<file path="src/rtl/mem_arbiter.sv">
// Single-port arbiter sharing the unified instruction/data memory between fetch and load/store.
// Data normally wins contention; fetch is forced through after FETCH_MAX_WAIT consecutive losses.
module mem_arbiter #(
    parameter int unsigned       ADDR_W         = 14,
    parameter int unsigned       PC_W           = 13,
    parameter int unsigned       INSTR_W        = 18,
    parameter int unsigned       DATA_W         = 36,
    parameter logic [ADDR_W-1:0] MEM_BASE_ADDR  = 14'h2000,
    parameter int unsigned       FETCH_MAX_WAIT = 4
) (
    input  logic               i_clk,
    input  logic               i_rst,
    input  logic               i_f_req,
    input  logic [PC_W-1:0]    i_f_pc,
    output logic               o_f_gnt,
    output logic               o_f_rvalid,
    output logic [INSTR_W-1:0] o_f_instr,
    input  logic               i_d_req,
    input  logic               i_d_we,
    input  logic [ADDR_W-1:0]  i_d_addr,
    input  logic [DATA_W-1:0]  i_d_wdata,
    output logic               o_d_gnt,
    output logic               o_d_rvalid,
    output logic [DATA_W-1:0]  o_d_rdata,
    output logic               o_d_err,
    output logic               o_mem_we,
    output logic               o_mem_re,
    output logic [ADDR_W-1:0]  o_mem_addr,
    output logic [DATA_W-1:0]  o_mem_wdata,
    input  logic [INSTR_W-1:0] i_mem_instr,
    input  logic [DATA_W-1:0]  i_mem_data
);

    typedef enum logic [0:0] {StDataPri, StFetchPri} state_e;

    state_e             state_q, state_d;
    logic [3:0]         wait_cnt_q, wait_cnt_d;
    logic               f_pend_q, d_pend_q, d_we_q, d_err_q;
    logic [INSTR_W-1:0] f_instr_q;
    logic [DATA_W-1:0]  d_rdata_q;
    logic               d_in_range;

    assign d_in_range = (i_d_addr < MEM_BASE_ADDR);

    always_comb begin
        o_f_gnt = 1'b0;
        o_d_gnt = 1'b0;
        if (!i_rst) begin
            if (i_f_req && (!i_d_req || state_q == StFetchPri)) begin
                o_f_gnt = 1'b1;
            end else if (i_d_req) begin
                o_d_gnt = 1'b1;
            end
        end
    end

    always_comb begin
        state_d    = state_q;
        wait_cnt_d = wait_cnt_q;
        if (o_f_gnt || !i_f_req) begin
            wait_cnt_d = '0;
            if (o_f_gnt) begin
                state_d = StDataPri;
            end
        end else if (o_d_gnt) begin
            // Fetch was requesting and lost this cycle.
            wait_cnt_d = wait_cnt_q + 4'd1;
            if (wait_cnt_d == 4'(FETCH_MAX_WAIT)) begin
                state_d = StFetchPri;
            end
        end
    end

    always_comb begin
        o_mem_we    = 1'b0;
        o_mem_re    = 1'b0;
        o_mem_addr  = MEM_BASE_ADDR;
        o_mem_wdata = i_d_wdata;
        if (o_f_gnt) begin
            o_mem_addr = MEM_BASE_ADDR + ADDR_W'(i_f_pc);
        end else if (o_d_gnt && d_in_range) begin
            o_mem_addr = i_d_addr;
            o_mem_we   = i_d_we;
            o_mem_re   = !i_d_we;
        end
    end

    // Responses are masked during reset so a grant just before reset never completes.
    assign o_f_rvalid = f_pend_q && !i_rst;
    assign o_d_rvalid = d_pend_q && !i_rst;
    assign o_d_err    = o_d_rvalid && d_err_q;
    assign o_f_instr  = o_f_rvalid ? i_mem_instr : f_instr_q;

    always_comb begin
        o_d_rdata = d_rdata_q;
        if (o_d_rvalid) begin
            if (d_err_q) begin
                o_d_rdata = '0;
            end else if (!d_we_q) begin
                o_d_rdata = i_mem_data;
            end
        end
    end

    always_ff @(posedge i_clk) begin
        if (i_rst) begin
            state_q    <= StDataPri;
            wait_cnt_q <= '0;
            f_pend_q   <= 1'b0;
            d_pend_q   <= 1'b0;
            d_we_q     <= 1'b0;
            d_err_q    <= 1'b0;
            f_instr_q  <= '0;
            d_rdata_q  <= '0;
        end else begin
            state_q    <= state_d;
            wait_cnt_q <= wait_cnt_d;
            f_pend_q   <= o_f_gnt;
            d_pend_q   <= o_d_gnt;
            d_we_q     <= i_d_we;
            d_err_q    <= o_d_gnt && !d_in_range;
            f_instr_q  <= o_f_instr;
            d_rdata_q  <= o_d_rdata;
        end
    end

endmodule

</file>
<file path="config.mk">
export PLATFORM = sky130hd
export DESIGN_NAME = mem_arbiter
export DESIGN_NICKNAME = d
export VERILOG_FILES = /design/src/rtl/mem_arbiter.sv
export SDC_FILE = /design/constraint.sdc
export NUM_CORES = 1
export LEC_CHECK = 0
export ABC_CLOCK_PERIOD_IN_PS = 1600
export CORE_MARGIN = 2
export CORE_UTILIZATION = 30
export CTS_CLUSTER_SIZE = 16
export DETAILED_ROUTE_END_ITERATION = 8
export DONT_BUFFER_PORTS = 1
export PLACE_DENSITY = 0.44
export SETUP_SLACK_MARGIN = 0.1
export SLEW_MARGIN = 20
export SYNTH_ARGS = -nofsm -noshare
export SYNTH_HDL_FRONTEND = slang
export SYNTH_SLANG_ARGS = --single-unit
export TNS_END_PERCENT = 50
</file>
<file path="constraint.sdc">
create_clock -name i_clk -period 1.6 [get_ports i_clk]
set_input_delay 0.32 -clock i_clk [delete_from_list [all_inputs] [get_ports i_clk]]
set_output_delay 0.32 -clock i_clk [all_outputs]
set_load 0.01 [all_outputs]
</file>
== Word-level counts from Yosys, hierarchy flattened ==
Cells that the tools add are included.
Storage, ports and cells
  bits in registers: 63
Operators by class
  add/subtract/negate cells: 2
  order comparisons: 1
  equal/unequal tests: 2
  multiplexer cells: 19
  reductions and logical operators: 17
Operator list (count)
  two-way mux 36 bit: 3
  two-way mux 14 bit: 2
  two-way mux 18 bit: 1
  adder 14 x 13 -> 14 bit (first input constant): 1
  < comparator 14 bit (second input constant): 1
  two-way mux 1 bit: 13
  logical AND 1 bit: 6
  logical NOT 1 bit: 5
  adder 4 x 1 -> 4 bit (second input constant): 1
  equality test 4 x 3 -> 1 bit (second input constant): 1
  nonzero test 2 bit: 2
  AND reduction 3 bit: 1
  logical OR 1 bit: 2
  != test 2 bit (second input constant): 1
  OR reduction 2 bit: 1

== Logic depth before layout (Yosys ltp) ==
Gate-level depths: netlist of run 1.
  depth in word-level cells: 8
  mapped depth: 6
  mapped depth without buffers: 3

== Worst setup path before layout of run 1 ==
No wires, ideal clock.
  path kind: register to output
  start point: register f_pend_q
  end point: output port o_f_instr[10]
  data arrival time: 1.283 ns
  required time: 1.280 ns
  path slack: -0.003 ns
  cell stages (with the launch flop): 6
  buffers on the path: 3
  path through: dfxtp_1 buf_4 nor2b_1 buf_6 buf_6 mux2_2
On the way
  cells in the longest elaborated chain, start to end: 2
RTL lines
  from (decl): RTL line 38  | logic f_pend_q, d_pend_q, d_we_q, d_err_q;
  from (signal assigned): RTL line 118  | f_pend_q <= o_f_gnt;
  logical AND 1 bit: RTL line 89  | assign o_f_rvalid = f_pend_q && !i_rst;
  net o_f_rvalid: RTL line 16  | output logic o_f_rvalid,
  two-way mux 18 bit: RTL line 92  | assign o_f_instr = o_f_rvalid ? i_mem_instr : f_instr_q;
  to (decl): RTL line 17  | output logic [INSTR_W-1:0] o_f_instr,
The timed path passes the listed nets, and every way through them passes these cells.

== Worst setup path after layout of run 1 ==
  start point: register d_pend_q
  end point: output port o_d_rdata[17]
On the way
  cells in the longest elaborated chain, start to end: 2
RTL lines
  from (decl): RTL line 38
  from (signal assigned): RTL line 119  | d_pend_q <= o_d_gnt;
  logical AND 1 bit: RTL line 90  | assign o_d_rvalid = d_pend_q && !i_rst;
  two-way mux 36 bit: RTL line 96  | if (o_d_rvalid) begin
  to (decl): RTL line 24  | output logic [DATA_W-1:0] o_d_rdata,
No other way between the ends.

==> results of run 1 <==
==> registers in the layout (all words and copies together), names as in the netlist <==
signal / cells
state_q: 1
d_err_q: 1
f_pend_q: 1
f_instr_q: 18
d_we_q: 1
d_pend_q: 1
wait_cnt_q: 4
d_rdata_q: 36
==> logic make-up after synthesis <==
| family | count (synthesis) | synth area share, % |
|---|---|---|
| simple gates | 112 | 15.5 |
| fa+ha+maj | 1 | 0.399 |
| mux | 72 | 23.7 |
| buf+inv | 59 | 14.6 |
| compound gates | 18 | 4.99 |
| flops | 63 | 40.3 |
| xor+xnor | 2 | 0.559 |
==> cell type report <==
| class | count | area share [%] |
|---|---|---|
| multi-input combinational | 205 | 46.7 |
| sequential | 63 | 29.7 |
| timing repair buffer | 57 | 14.0 |
| tap | 136 | 3.99 |
| clock buffer | 12 | 3.88 |
| clock inverter | 3 | 1.53 |
| inverter | 2 | 0.176 |
==> timing repair <==
item,in CTS,in global routing
setup endpoints to repair,73,77
buffers inserted,37,14
gates resized for setup,112,26
gates cloned,3,0
pin swaps,10,4
==> worst paths after layout <==
| path | startpoint | to | slack, ns | cells past startpoint |
|---|---|---|---|---|
| worst max-delay path | d_pend_q | o_d_rdata[17] | -0.29 | 5 |
| worst min-delay path | i_rst | f_instr_q[5] | 0.05 | 1 |
| worst max register to register | d_pend_q | d_rdata_q[17] | -0.13 | 10 |
| worst min register to register | wait_cnt_q[0] | wait_cnt_q[0] | 0.45 | 1 |
==> through the flow <==
stage                     instance area, sq um  std cells
after floorplan                           3150        327
after global placement                    3020        419
after detailed placement                  3020        419
after CTS                                 4120        474
after global routing                      4260        478
final                                     4260        478
==> routing by layer <==
layer | routed length, um | global-route usage (%) | share of wire (%) | vias up
met4 | 94 | 4.61 | 1.1 | 0
li1 | - | - | - | 1067
met5 | 0 | 0 | 0 | -
met1 | 3260 | 16.0 | 40 | 1062
met3 | 902 | 7.91 | 11 | 12
met2 | 3930 | 22.3 | 48 | 122
==> Yosys cell counts, drive strengths merged <==
master	instances	area, sq um
mux2	18	203
nor2	95	357
buf	52	432
nor2b	5	31.3
and2b	1	7.51
and2	3	18.8
nor3b	3	32.5
xnor2	1	8.76
a21oi	3	15.0
ha	1	12.5
a211oi	1	20.0
mux2i	54	541
xor2	1	8.76
clkbuf	5	18.8
inv	2	7.51
a21o	1	7.51
nand3	1	5.00
nand4	1	6.26
nand2b	3	26.3
a22o	13	114
dfxtp	63	1260
==> where the power goes <==
group	leakage (nW)	total (mW)	internal [mW]	switching, mW
registers	0.513	1.65	1.61	0.0304
logic	0.944	0.520	0.282	0.239
clock network	0.118	1.58	0.994	0.586
total	1.58	3.75	2.89	0.855
==> flow_metrics.env, run 1 <==
export IMPL_status="finished with violations"
export IMPL_violations="negative setup slack"
export IMPL_period_share_pct=118
export IMPL_cts_tree="yes"
export IMPL_p_per_area_nw_per_um2=879
export IMPL_vdd_drop_max_mv=0.464
export IMPL_drive_gt1_share_pct=50.0
export IMPL_critPathArrivalTime_ns=1.57
export IMPL_layout_common_cells="nor2_1 (61), dfxtp_1 (60), mux2i_4 (34), buf_4 (34), nor2_2 (33)"
export IMPL_cts_htree_levels=3
export IMPL_start_kind="flip-flop"
export IMPL_drt_first_pass_iters=4
export IMPL_gp_congestion=0.747
export IMPL_io_buffers=0
export IMPL_critPathBufInv=2
export IMPL_drtIter0Drc=102
export IMPL_ys_seq_area_share_pct=40.3
export IMPL_setup_slack_ns=-0.290
export IMPL_end_kind="output pin"
export IMPL_clkLatencyLatePin_ns=0.33
export IMPL_num_rows=37
export IMPL_die_w_um=106
export IMPL_setup_viol=70
export IMPL_crit_chain="nor3b_4 > buf_6 > buf_16 > mux2i_4 > nor2_2"
export IMPL_slew_viol_final=0
export IMPL_rsz0062_at_grt="true"
export IMPL_syn_num_nets=450
export IMPL_drv_cap=0
export IMPL_holdWs_ns=0.0535
export IMPL_area_growth_pct=36.0
export IMPL_static_leakage_power_nw=1.58
export IMPL_diodes=0
export IMPL_fin_util_pct=41.7
export IMPL_grt_antenna_before_repair=0
export IMPL_initial_utilization_pct=30.6
export IMPL_slew_headroom_pct=78.9
export IMPL_cts_sinks=63
export IMPL_cpPeakStageDelay_ns=0.33
export IMPL_clk_pin_slew_ns=0.07
export IMPL_cts_root_buf="clkbuf_8"
export IMPL_skew_ns=0.00938
export IMPL_ios=233
export IMPL_dpl_hpwl_um=4850
export IMPL_grt_max_degree=33
export IMPL_vias=2263
export IMPL_clockBufferDepth=2
export IMPL_worstPathRequired_ns=1.28
export IMPL_yosysWarnings=0
export IMPL_path_max_fanout=8
export IMPL_wirelength_um=8190
export IMPL_cts_buffers=9
export IMPL_worst_pin_slew_ns=0.317
export IMPL_mostFrequentLayoutCell="nor2_1"
export IMPL_grt_overflow=0
export IMPL_viasPerCell=4.73
export IMPL_hp_class="in2reg"
export IMPL_die_area_sq_um=11300
export IMPL_wl_per_cell_um=17.1
export IMPL_fin_tns_setup_ns=-11.16
export IMPL_total_power_mw=3.75
export IMPL_drc=0
export IMPL_grt_pass1_wl_um=12200
export IMPL_finalHoldViolations=0
export IMPL_period_needed_ns=1.89
export IMPL_die_h_um=106
export IMPL_postSynthAreaPerCell_sq_um=9.58
export IMPL_timing_worst_setup_path_type="reg2out"
export IMPL_ys_seq_elements=63
export IMPL_crit_family="buffers and inverters"
export IMPL_grt_use_total_pct=14.1
export IMPL_ff_latch_area_sq_um=1270
export IMPL_fin_nets=461
export IMPL_dp_slack_ns=0.0167
export IMPL_antenna_left=0
export IMPL_grt_pass1_vias=2328
export IMPL_multiInputGateArea_sq_um=1990
export IMPL_fmax_mhz=529
export IMPL_netlist_area_sq_um=3130
export IMPL_cpMaxStageDelayCell="dfxtp_2"
export IMPL_core_sq_um=10200
export IMPL_synthCells=327
export IMPL_nFillCells=945
export IMPL_cts_hold_buf=0
export IMPL_yosys_cell_types_count=26
No activity file was read; power rests on OpenSTA's default activity.
==> run 2, diff against run 1 <==
Settings changed: ABC_AREA from default to 1.
==> run 2 against run 1 <==
Cell area up 15%. Worst hold slack better by 0.0097 ns. Synthesized cell count up 65%. Wire length up 33%. Utilization down 0.83 points. Die area up 17%. Critical path depth up 1. First-iteration DRC count up 17%. Clock power up 23%. The flow now finishes without violations. Sequential cell count unchanged. Via count up 49%. Combinational power up 21%.
==> flow_metrics.env, run 2 <==
export IMPL_fin_nets=645
export IMPL_gp_congestion=0.731
export IMPL_path_common_cell="nand2_2"
export IMPL_grt_max_degree=59
export IMPL_dp_slack_ns=0.164
export IMPL_cts_root_buf="clkbuf_16"
export IMPL_grt_antenna_before_repair=0
export IMPL_top_regs="d_rdata_q x36, f_instr_q x18, wait_cnt_q x4"
export IMPL_syn_num_nets=663
export IMPL_cts_sinks=63
export IMPL_synth_area_top_cells="dfxtp_1 (34%), nand2_1 (23%), buf_4 (8.4%)"
export IMPL_synth_edf_count=0
export IMPL_die_h_um=115
export IMPL_p_per_area_nw_per_um2=864
export IMPL_crit_family="flip-flops"
export IMPL_worstPathRequired_ns=1.28
export IMPL_synth_top_area_share_pct=34.2
export IMPL_cts_hold_buf=0
export IMPL_reg2reg_depth=10
export IMPL_end_kind="output pin"
export IMPL_ys_seq_area_share_pct=34.2
export IMPL_period_share_pct=99.9
export IMPL_static_leakage_power_nw=2.04
export IMPL_drv_cap=0
export IMPL_whs_endpoint="state_q"
export IMPL_finalHoldViolations=0
export IMPL_fmax_mhz=625
export IMPL_netlist_area_sq_um=3680
export IMPL_top_register="d_rdata_q"
export IMPL_synthFlopType="dfxtp_1"
export IMPL_wirelength_um=10900
export IMPL_drt_first_pass_iters=4
export IMPL_drtIter0Drc=119
export IMPL_clockBufferDepth=2
export IMPL_wl_per_cell_um=16.2
export IMPL_critPathBufInv=2
export IMPL_drc=0
export IMPL_hp_class="in2reg"
export IMPL_grt_pass1_vias=3147
export IMPL_vdd_drop_max_mv=0.409
export IMPL_ios=233
export IMPL_holdWs_ns=0.0632
export IMPL_r2r_start="state_q"
export IMPL_dpl_hpwl_um=6560
export IMPL_synth_most_common_cell="nand2_1"
export IMPL_nFillCells=1235
export IMPL_die_w_um=115
export IMPL_finalNonFillerCells=673
export IMPL_worst_pin_slew_ns=0.301
export IMPL_ys_seq_elements=63
export IMPL_grt_use_total_pct=15.3
export IMPL_postSynthAreaPerCell_sq_um=6.82
export IMPL_diodes=0
export IMPL_io_buffers=0
export IMPL_cts_tree="yes"
export IMPL_dp_cells=637
export IMPL_area_growth_pct=33.1
export IMPL_cts_buffers=9
export IMPL_r2r_end="wait_cnt_q[0]"
export IMPL_critPathArrivalTime_ns=1.28
export IMPL_initial_utilization_pct=30.7
export IMPL_num_rows=40
export IMPL_period_needed_ns=1.60
export IMPL_yosys_cell_types_count=28
export IMPL_core_sq_um=12000
export IMPL_cpMaxStageDelayCell="dfxtp_4"
export IMPL_synth_common_cells="nand2_1 (227), dfxtp_1 (63), buf_4 (41)"
export IMPL_drive_gt1_share_pct=45.1
export IMPL_crit_chain="inv_8 > clkbuf_16 > nand2_2 > nand2_2 > nand3_2 > nand2_2"
export IMPL_setup_slack_ns=0.00118
export IMPL_synth_top_area_cell="dfxtp_1"
export IMPL_cts_htree_levels=3
export IMPL_viasPerCell=5.00
export IMPL_status="complete, no violations"
export IMPL_yosysWarnings=0
export IMPL_skew_ns=0.00534
export IMPL_synthCells=540
export IMPL_grt_pass1_wl_um=15700
export IMPL_start_kind="flip-flop"
export IMPL_slew_viol_final=0
export IMPL_grt_overflow=0
export IMPL_rrSetupSlack_ns=0.11
export IMPL_path_max_fanout=6
export IMPL_die_area_sq_um=13200
export IMPL_cpPeakStageDelay_ns=0.38
export IMPL_dpl_cell_area_sq_um=3560
export IMPL_final_area_sq_um=4900
export IMPL_mostFrequentLayoutCell="nand2_1"
export IMPL_vias=3363
export IMPL_setup_viol=0
export IMPL_rsz0062_at_grt="true"
export IMPL_hold_start="i_rst"
export IMPL_clkLatencyLatePin_ns=0.32
export IMPL_largest_reg_flops=36
export IMPL_slew_headroom_pct=79.9
export IMPL_layout_common_cells="nand2_1 (143), nand2_2 (65), dfxtp_1 (59)"
export IMPL_antenna_left=0
export IMPL_clk_pin_slew_ns=0.05
export IMPL_async_flop_share_pct=0
export IMPL_timing_worst_setup_path_type="reg2out"
export IMPL_hold_path_cell_count=1
run 2: cell types whose count changed after synthesis, sizes merged, moves of 5 or more:
| cell | previous run | this run |
|---|---|---|
| mux2 | 18 | 0 |
| a211oi | 1 | 18 |
| inv | 2 | 33 |
| a21oi | 3 | 60 |
| mux2i | 54 | 0 |
| a22o | 13 | 0 |
| nand2 | 0 | 230 |
| nor2b | 5 | 0 |
| buf | 52 | 63 |
| nand3 | 1 | 37 |
| nor2 | 95 | 25 |
run 2: kinds of logic after synthesis:
family,Yosys count,share of synthesized area (%)
AO/OA/AOI/OAI,79,14.0
XOR/XNOR,1,0.238
adder cells (fa/ha/maj),1,0.340
buffers and inverters,100,16.0
flip-flops,63,34.2
AND/OR/NAND/NOR,296,35.2
run 2: worst max path at each step:
| stage | start | endpoint | depth (start not counted) |
|---|---|---|---|
| floorplan | i_rst | o_mem_addr[0] | 6 |
| global placement | i_d_req | o_mem_re | 6 |
| detailed placement | i_d_req | o_mem_re | 6 |
| CTS | d_we_q | o_d_rdata[20] | 6 |
| global route | d_we_q | o_d_rdata[35] | 6 |
| finish | d_we_q | o_d_rdata[21] | 6 |
run 2: through the flow:
| step | utilization (%) | TNS, ns | power, mW |
|---|---|---|---|
| 5_1_grt | 40.8 | -2.07 | 4.44 |
| 2_1_floorplan | - | 0 | 2.15 |
| 3_5_place_dp | 29.6 | 0 | 2.12 |
| 4_1_cts | 35.9 | -0.0730 | 4.19 |
| 3_3_place_gp | 29.6 | 0 | 2.11 |
| 6_report | 40.8 | 0 | 4.24 |
run 2: power breakdown:
group	switching [mW]	internal (mW)
logic	0.381	0.248
clock network	0.680	1.27
registers	0.0286	1.63
total	1.09	3.15
run 2: layout make-up:
type,count,area [sq um],area share [%]
multi-input cells,378,2510,51.3
flip-flops and latches,63,1270,25.9
repair buffers,35,484,9.87
clock buffers,11,253,5.15
well taps,147,184,3.75
inverters,35,153,3.11
clock inverters,4,45.0,0.919
run 2: what timing repair did:
action | in CTS | in global routing
endpoints found under the setup margin | 73 | 74
gates cloned | 2 | 5
buffers inserted | 8 | 6
gates resized for setup | 113 | 106
pin swaps | 27 | 56
run 2: per-layer routing:
layer,up-vias,part of all wire (%),track usage (%)
met4,0,1.2,4.74
li1,1651,-,-
met5,-,0,0
met3,13,7.0,4.90
met2,130,50,26.9
met1,1569,42,17.8
run 2: worst reg2reg max path: stages, from the launching register on:
cell and delay [ns]:
dfxtp_2 0.34, nand2_2 0.06, buf_4 0.12, buf_4 0.12, buf_4 0.12, buf_4 0.12
buf_4 0.12, buf_4 0.12, buf_4 0.12, nand3b_1 0.08, a21oi_1 0.06
